[config.mk]
export PLATFORM = sky130hd
export DESIGN_NAME = ps2_scancode_rx
export DESIGN_NICKNAME = d
export VERILOG_FILES = /design/src/rtl/ps2_scancode_rx_pkg.sv /design/src/rtl/ps2_scancode_rx_sync.sv /design/src/rtl/ps2_scancode_rx.sv
export SDC_FILE = /design/constraint.sdc
export NUM_CORES = 1
export LEC_CHECK = 0
export CAP_MARGIN = 20
export CORE_MARGIN = 1.5
export CORE_UTILIZATION = 50
export DETAILED_ROUTE_END_ITERATION = 8
export PLACE_DENSITY = 0.72
export SLEW_MARGIN = 20
export SYNTH_ARGS = -nofsm -noshare
export SYNTH_HDL_FRONTEND = slang
export SYNTH_SLANG_ARGS = --single-unit
[constraint.sdc]
create_clock -name CLOCK_50 -period 1.6 [get_ports CLOCK_50]
set_input_delay 0.24 -clock CLOCK_50 [delete_from_list [all_inputs] [get_ports CLOCK_50]]
set_output_delay 0.24 -clock CLOCK_50 [all_outputs]
set_load 0.005 [all_outputs]
[src/rtl/ps2_scancode_rx_pkg.sv]
// Shared constants for the PS/2 scan-code receiver: frame layout, well-known
// scan-code prefixes, FSM encodings and the frame acceptance rule.
package ps2_scancode_rx_pkg;

   localparam logic [7:0] PS2_BREAK      = 8'hF0;
   localparam logic [7:0] PS2_EXT        = 8'hE0;
   localparam int         PS2_FRAME_BITS = 11;

   localparam logic [1:0] ST_IDLE   = 2'd0;
   localparam logic [1:0] ST_DATA   = 2'd1;
   localparam logic [1:0] ST_PARITY = 2'd2;
   localparam logic [1:0] ST_STOP   = 2'd3;

   // Odd parity over data+parity and a high stop bit make a good frame.
   function automatic logic frame_ok(input logic [7:0] data,
                                     input logic       parity,
                                     input logic       stop);
      return (^{data, parity}) & stop;
   endfunction

endpackage

[src/rtl/ps2_scancode_rx_sync.sv]
// Pad conditioning for the PS/2 port: two-flop synchronisers on clock and data,
// a FILTER_LEN-sample glitch filter on the clock and a one-cycle fall strobe.
module ps2_input_sync #(
   parameter int FILTER_LEN = 4
) (
   input  logic CLOCK_50,
   input  logic reset,
   input  logic ps2_clk,
   input  logic ps2_dat,
   output logic clk_f,
   output logic fall,
   output logic dat_s
);

   localparam int FW = $clog2(FILTER_LEN + 1);
   localparam logic [FW-1:0] FLT_LAST = FW'(FILTER_LEN - 1);

   logic          clk_m;
   logic          clk_s;
   logic          dat_m;
   logic [FW-1:0] flt_cnt;

   // Two-flop synchronisers; both pads idle high out of reset.
   always_ff @(posedge CLOCK_50) begin
      if (!reset) begin
         clk_m <= 1'b1;
         clk_s <= 1'b1;
         dat_m <= 1'b1;
         dat_s <= 1'b1;
      end else begin
         clk_m <= ps2_clk;
         clk_s <= clk_m;
         dat_m <= ps2_dat;
         dat_s <= dat_m;
      end
   end

   // Accept a new clock level only after FILTER_LEN consecutive differing samples;
   // fall is raised in the same cycle clk_f first reads low.
   always_ff @(posedge CLOCK_50) begin
      if (!reset) begin
         clk_f   <= 1'b1;
         flt_cnt <= '0;
         fall    <= 1'b0;
      end else begin
         fall <= 1'b0;
         if (clk_s == clk_f) begin
            flt_cnt <= '0;
         end else if (flt_cnt == FLT_LAST) begin
            clk_f   <= clk_s;
            flt_cnt <= '0;
            fall    <= ~clk_s;
         end else begin
            flt_cnt <= flt_cnt + 1'b1;
         end
      end
   end

endmodule

[src/rtl/ps2_scancode_rx.sv]
// PS/2 keyboard receiver: deserialises start/8 data/odd parity/stop frames and
// presents one scan-code byte per good frame with a single-cycle strobe.
module ps2_scancode_rx
   import ps2_scancode_rx_pkg::*;
#(
   parameter int FILTER_LEN     = 4,
   parameter int TIMEOUT_CYCLES = 50000
) (
   input  logic       CLOCK_50,
   input  logic       reset,
   input  logic       PS2_CLK,
   input  logic       PS2_DAT,
   output logic [7:0] keyboard,
   output logic       keyboard_en,
   output logic       frame_err,
   output logic       rx_busy
);

   localparam int TW = $clog2(TIMEOUT_CYCLES);
   localparam logic [TW-1:0] TO_LAST = TW'(TIMEOUT_CYCLES - 1);

   logic          clk_f;
   logic          fall;
   logic          dat_s;
   logic          edge_seen;
   logic [1:0]    state;
   logic [7:0]    shift;
   logic [2:0]    bit_cnt;
   logic          parity;
   logic [TW-1:0] to_cnt;

   ps2_input_sync #(
      .FILTER_LEN(FILTER_LEN)
   ) u_sync (
      .CLOCK_50(CLOCK_50),
      .reset   (reset),
      .ps2_clk (PS2_CLK),
      .ps2_dat (PS2_DAT),
      .clk_f   (clk_f),
      .fall    (fall),
      .dat_s   (dat_s)
   );

   // A data-sampling edge: the fall strobe while the filtered clock reads low.
   assign edge_seen = fall & ~clk_f;

   // Busy whenever a frame has started and not yet finished or timed out.
   assign rx_busy = (state != ST_IDLE);

   // Frame FSM, shift register, timeout counter and registered outputs.
   // A fall in the timeout terminal cycle is handled first, so it clears the counter.
   always_ff @(posedge CLOCK_50) begin
      if (!reset) begin
         state       <= ST_IDLE;
         shift       <= '0;
         bit_cnt     <= '0;
         parity      <= 1'b0;
         to_cnt      <= '0;
         keyboard    <= '0;
         keyboard_en <= 1'b0;
         frame_err   <= 1'b0;
      end else begin
         keyboard_en <= 1'b0;
         frame_err   <= 1'b0;
         if (state == ST_IDLE) begin
            to_cnt <= '0;
            if (edge_seen && !dat_s) begin
               state   <= ST_DATA;
               bit_cnt <= '0;
            end
         end else if (edge_seen) begin
            to_cnt <= '0;
            case (state)
               ST_DATA: begin
                  shift[bit_cnt] <= dat_s;
                  bit_cnt        <= bit_cnt + 1'b1;
                  if (bit_cnt == 3'd7) begin
                     state <= ST_PARITY;
                  end
               end
               ST_PARITY: begin
                  parity <= dat_s;
                  state  <= ST_STOP;
               end
               default: begin
                  state <= ST_IDLE;
                  if (frame_ok(shift, parity, dat_s)) begin
                     keyboard    <= shift;
                     keyboard_en <= 1'b1;
                  end else begin
                     frame_err <= 1'b1;
                  end
               end
            endcase
         end else if (to_cnt == TO_LAST) begin
            state     <= ST_IDLE;
            to_cnt    <= '0;
            frame_err <= 1'b1;
         end else begin
            to_cnt <= to_cnt + 1'b1;
         end
      end
   end

endmodule

## Word level (Yosys, flattened, before mapping)

Cells that the tools add are included.

- Input port bits: 4
- Word-level logic and storage cells: 77
- Bits in registers: 49
- Output and inout port bits: 11

- Add/subtract/negate cells: 3
- Reduce and logical (&&, ||, !) cells: 21
- $lt $le $gt $ge: 2
- Bitwise operators: 10
- Muxes and demuxes: 18
- Equality and inequality tests: 8

Operators with widths:

| kind | count |
|---|---|
| adder 16 x 1 -> 16 bit, second input constant | 1 |
| == test 16 bit, second input constant | 1 |
| 2-to-1 mux 3 bit | 4 |
| AND reduction 3 bit | 4 |
| 2-to-1 mux 2 bit | 5 |
| parity 9 bit | 1 |
| bitwise mux 8 bit | 1 |
| inverter 1 bit | 8 |
| adder 3 x 1 -> 3 bit, second input constant | 2 |
| 2-to-1 mux 1 bit | 6 |
| nonzero test 2 bit | 3 |
| OR reduction 3 bit | 2 |
| OR reduction 5 bit | 1 |
| < comparator 3 x 4 -> 1 bit, second input constant | 1 |
| inequality test 4 bit, second input constant | 1 |
| case mux 2 bit (2 select lines) | 1 |
| AND reduction 4 bit | 1 |
| OR reduction 2 bit | 2 |
| OR reduction 4 bit | 1 |
| demux 1 bit (select 3 bit) | 1 |
| == test 3 x 2 -> 1 bit, second input constant | 1 |
| == test 3 bit, second input constant | 1 |
| greater-or-equal comparator 3 x 1 -> 1 bit, second input constant | 1 |
| nonzero test 3 bit | 1 |
| 9 further kinds | 11 |

## Depth between registers and ports, before layout

- Depth in word-level cells: 5
- Gate-level depth with buffers: 8
- Gate-level depth less buffers: 6

## Cells and area by module

A second synthesis with hierarchy kept.

- Cell total of the unflattened synthesis: 237
- Area, all modules: 2319.7 µm²

By module, submodules not included:

| module | cells an instance | seq. area each (µm²) | area an instance (µm²) | times used |
|---|---|---|---|---|
| ps2_scancode_rx | 214 | 800.8 | 2021.9 | 1 |
| ps2_input_sync | 23 | 180.2 | 297.8 | 1 |

## Worst setup path after synthesis

Ideal clock, no wire load.

- Path type: reg2reg
- Start point: register to_cnt[0]
- End point: register to_cnt[10]
- Path buffers: 3
- Clock period less this slack: 1.758 ns
- Setup time: 0.064 ns
- Stages on the path, launching flop included: 9
- Data arrival time: 1.694 ns
- Data required time: 1.536 ns
- Setup slack: -0.158 ns
- Cell sequence: dfxtp_1 ha_1 and3_1 clkbuf_1 and4_1 or3_1 buf_2 buf_2 nor2_1

- Cells in the longest elaborated chain, start to end: 2
- Elaborated cells between the ends (all ways): 3
- Those cells by class: 1 x add/sub; 1 x eq/ne; 1 x reduce/logical

Ends and longest elaborated chain:

| item | RTL line | text |
|---|---|---|
| start, declared | ps2_scancode_rx.sv:30 | `logic [TW-1:0] to_cnt;` |
| start signal, assigned | ps2_scancode_rx.sv:100 | `to_cnt <= to_cnt + 1'b1;` |
| parallel branches: the longest is 2 deep, another holds adder 16 x 1 -> 16 bit | - |  |

Parallel ways; which one is timed is not known.
A chain may end at the register's enable or synchronous reset.

## Worst setup path in the final report

- Start point: register shift[0]
- End point: register keyboard[6]

- Cells in the longest elaborated chain, start to end: 3

Ends and longest elaborated chain:

| item | RTL line | text |
|---|---|---|
| start, declared | ps2_scancode_rx.sv:27 | `logic [7:0] shift;` |
| start signal, assigned by index | ps2_scancode_rx.sv:75 | `shift[bit_cnt] <= dat_s;` |
| parity 9 bit | ps2_scancode_rx_pkg.sv:18 | `return (^{data, parity}) & stop;` |
| AND 1 bit | ps2_scancode_rx_pkg.sv:18 |  |
| AND reduction 4 bit (no source line) | - |  |
| end signal, assigned | ps2_scancode_rx.sv:88 | `keyboard <= shift;` |
| end, declared | ps2_scancode_rx.sv:13 | `output logic [7:0] keyboard,` |

No other way between the ends.

==> results.toml <==
[status]
status = "finished with violations"
violations = "negative setup slack"

[floorplan]
die_w_microns = 70.4
dieHeight_microns = 70.4
core_sq_mm = 0.00435
start_util_pct = 52.1
io_pins = 15
die-area_sq_mm = 0.00495
num_rows = 24

[cells_and_area]
final_common_cell = "dfxtp_1"
multiInputGateArea_sq_mm = 0.00139
final_util_pct = 69.0
drive_above_1_share_pct = 27.9
antenna-diode-count = 0
final_cell_mix = "dfxtp_1 (40), buf_4 (33), nand2_1 (24)"
syn2layout_area_growth_pct = 32.4
nets = 293
final-seq-area_sq_um = 995
num-fill-cells = 358

[logic_synthesis]
syn_inst = 238
avgSynthCellArea_sq_um = 9.53
synth_edf_count = 0
synth-seq-area-share_pct = 43.2
synth_ff_type = "dfxtp_1"
yosysWarnings = 0
syn_nets = 252
synth_cell_type_count = 38
ys_ff_latch = 49
synth_area_sq_mm = 0.00227
synthArstFlopShare_pct = 0

[placement]
hpwl_microns = 2990
place_ws_ns = -0.0742
numPortBuffers = 14
finalWeightedCongestion = 0.805

[sta]
relSlewSlack_pct = 78.0
rsz0062_at_grt = "true"
min_period_ns = 1.67
drv_slew = 0
setup-violations-final = 8
finalCritPeriodShare_pct = 105
fmax_mhz = 598
fin_skew_ns = 0.00832
fin_ws_ns = -0.0732
worst_pin_slew_ns = 0.331
finalSetupTns_ns = -0.401
hold_viol = 0

[power]
power.density_mw_per_mm2 = 689
leakagePower_nw = 1.16
ir_drop_mv = 0.533

[cts]
clk_path_buf_depth = 2
htreeDepth = 2
cts_tree = "yes"
clock_latency_ns = 0.30
cts_sinks = 49
clk_pin_slew_ns = 0.09
clockRootBuffer = "clkbuf_8"
cts_buffers = 5

[setup_path]
cp-start-kind = "flop"
critPathRequiredTime_ns = 1.83
worst_setup_path_end_kind = "flop"
ff2ff_setup_slack_ns = -0.07
path_max_fanout = 8
reg2reg_depth = 5
cp.arrival_ns = 1.90
r2r-start = "shift[0]"
r2r_end = "keyboard[6]"
path_class = "reg2reg"

[grt]
met1_usage_pct = 25.1
grt_overflow = 0
grt_pass1_wl_microns = 7420
grt_pass1_vias = 1629
grt_start_max_net_pins = 38
busiest_layer = "met2"
met2_usage_pct = 30.0
track_usage_pct = 18.9
use_met3_pct = 4.76
antenna_found_initial = 0

[detailed_routing]
ant_nets = 0
initialDrtViolationCount = 82
drt-wirelength-per-cell_microns = 13.5
via_per_inst = 5.38
routed_wirelength_microns = 4470
drcViolationCount = 0
drtPass1Iterations = 4
dr_total_vias = 1785

[min_path]
min_path_type = "reg2reg"
timing.hold.worst_endpoint = "u_sync.dat_s"
holdCritStartpoint = "u_sync.dat_m"
hold_depth = 1

[job]
cap_violations = 0
## cell families (layout without fill, tap and decap cells)
group                    count (synthesis)  after routing  share of synthesized area, %
AO/OA/AOI/OAI                           15             15                          4.36
XOR/XNOR                                19             19                          8.60
adder cells (fa/ha/maj)                 10             10                          5.52
buffers and inverters                   23             65                          3.92
flip-flops                              49             49                          43.2
multiplexers                            20             20                          9.43
AND/OR/NAND/NOR                        102            102                          24.9
## worst max path at each step
stage | from | end | slack [ns] | cells after the start
finish | shift[0] | keyboard[6] | -0.07 | 5
global route | shift[1] | keyboard[0] | -0.16 | 5
CTS | shift[3] | keyboard[1] | -0.02 | 5
detailed placement | state[0] | shift[0] | -0.07 | 6
global placement | state[0] | shift[0] | -0.02 | 6
floorplan | to_cnt[0] | to_cnt[0] | -0.06 | 8
## through the flow
stage	power, mW	instance area [sq um]	std cells	hold WS (ns)
floorplan	1.28	2340	238	0.341
global placement	1.29	2760	323	0.390
detailed placement	1.29	2760	323	0.392
CTS	2.08	2900	332	0.413
global route	2.13	3000	332	0.430
finish	2.07	3000	332	0.412
## area by class of cell
type | count | area share [%]
well taps | 52 | 2.17
flip-flops and latches | 49 | 33.1
multi-input cells | 166 | 46.1
repair buffers | 49 | 14.2
clock buffers | 7 | 3.21
inverters | 8 | 1.00
clock inverters | 1 | 0.167
## Yosys cell counts (all sizes together), types with 2 or more instances
| master | count | share of area, % |
|---|---|---|
| dfxtp | 49 | 43 |
| a22oi | 2 | 0.66 |
| o21ai | 4 | 0.88 |
| xnor2 | 4 | 1.5 |
| nand2 | 24 | 4.0 |
| and3 | 2 | 0.55 |
| nor2 | 19 | 3.1 |
| clkbuf | 13 | 2.2 |
| buf | 2 | 0.44 |
| nand2b | 4 | 1.1 |
| mux2i | 19 | 8.9 |
| nor3 | 2 | 0.44 |
| nand4 | 6 | 1.7 |
| or3 | 4 | 1.1 |
| a21oi | 3 | 0.66 |
| ha | 10 | 5.5 |
| nand3 | 9 | 2.0 |
| inv | 8 | 1.3 |
| xnor3 | 2 | 2.0 |
| xor2 | 13 | 5.0 |
| and4 | 5 | 1.9 |
| nand4b | 3 | 1.2 |
| nor4b | 3 | 1.2 |
| nor4bb | 3 | 1.3 |
| nor2b | 14 | 3.9 |
## worst max-delay path, stage by stage, from the launching register on
cell	delay (ns)
dfxtp_2	0.35
xnor2_2	0.18
xnor3_2	0.50
mux2i_4	0.22
buf_12	0.16
mux2i_2	0.19
## repair_timing
action,in CTS,in global routing
pin swaps,3,5
hold buffers,0,0
setup endpoints to repair,23,39
setup buffers,1,1
gates resized for setup,11,24
## state kept, by name (all words and copies together), names as in the netlist, 2 cells and up
signal	cells
keyboard	8
bit_cnt	3
to_cnt	16
state	2
shift	8
u_sync.flt_cnt	3
## power breakdown
| part | leakage [nW] | switching (mW) | internal, mW | total [mW] |
|---|---|---|---|---|
| combinational | 0.702 | 0.0185 | 0.0174 | 0.0360 |
| sequential | 0.401 | 0.00345 | 1.22 | 1.23 |
| clock | 0.0542 | 0.417 | 0.392 | 0.809 |
| total | 1.16 | 0.439 | 1.63 | 2.07 |
## per-layer routing
metal,part of all wire (%),vias to the layer above
met3,3.1,7
met2,47,29
met5,0,-
met4,1.7,0
met1,48,846
li1,-,903
(Power assumes the default switching activity.)
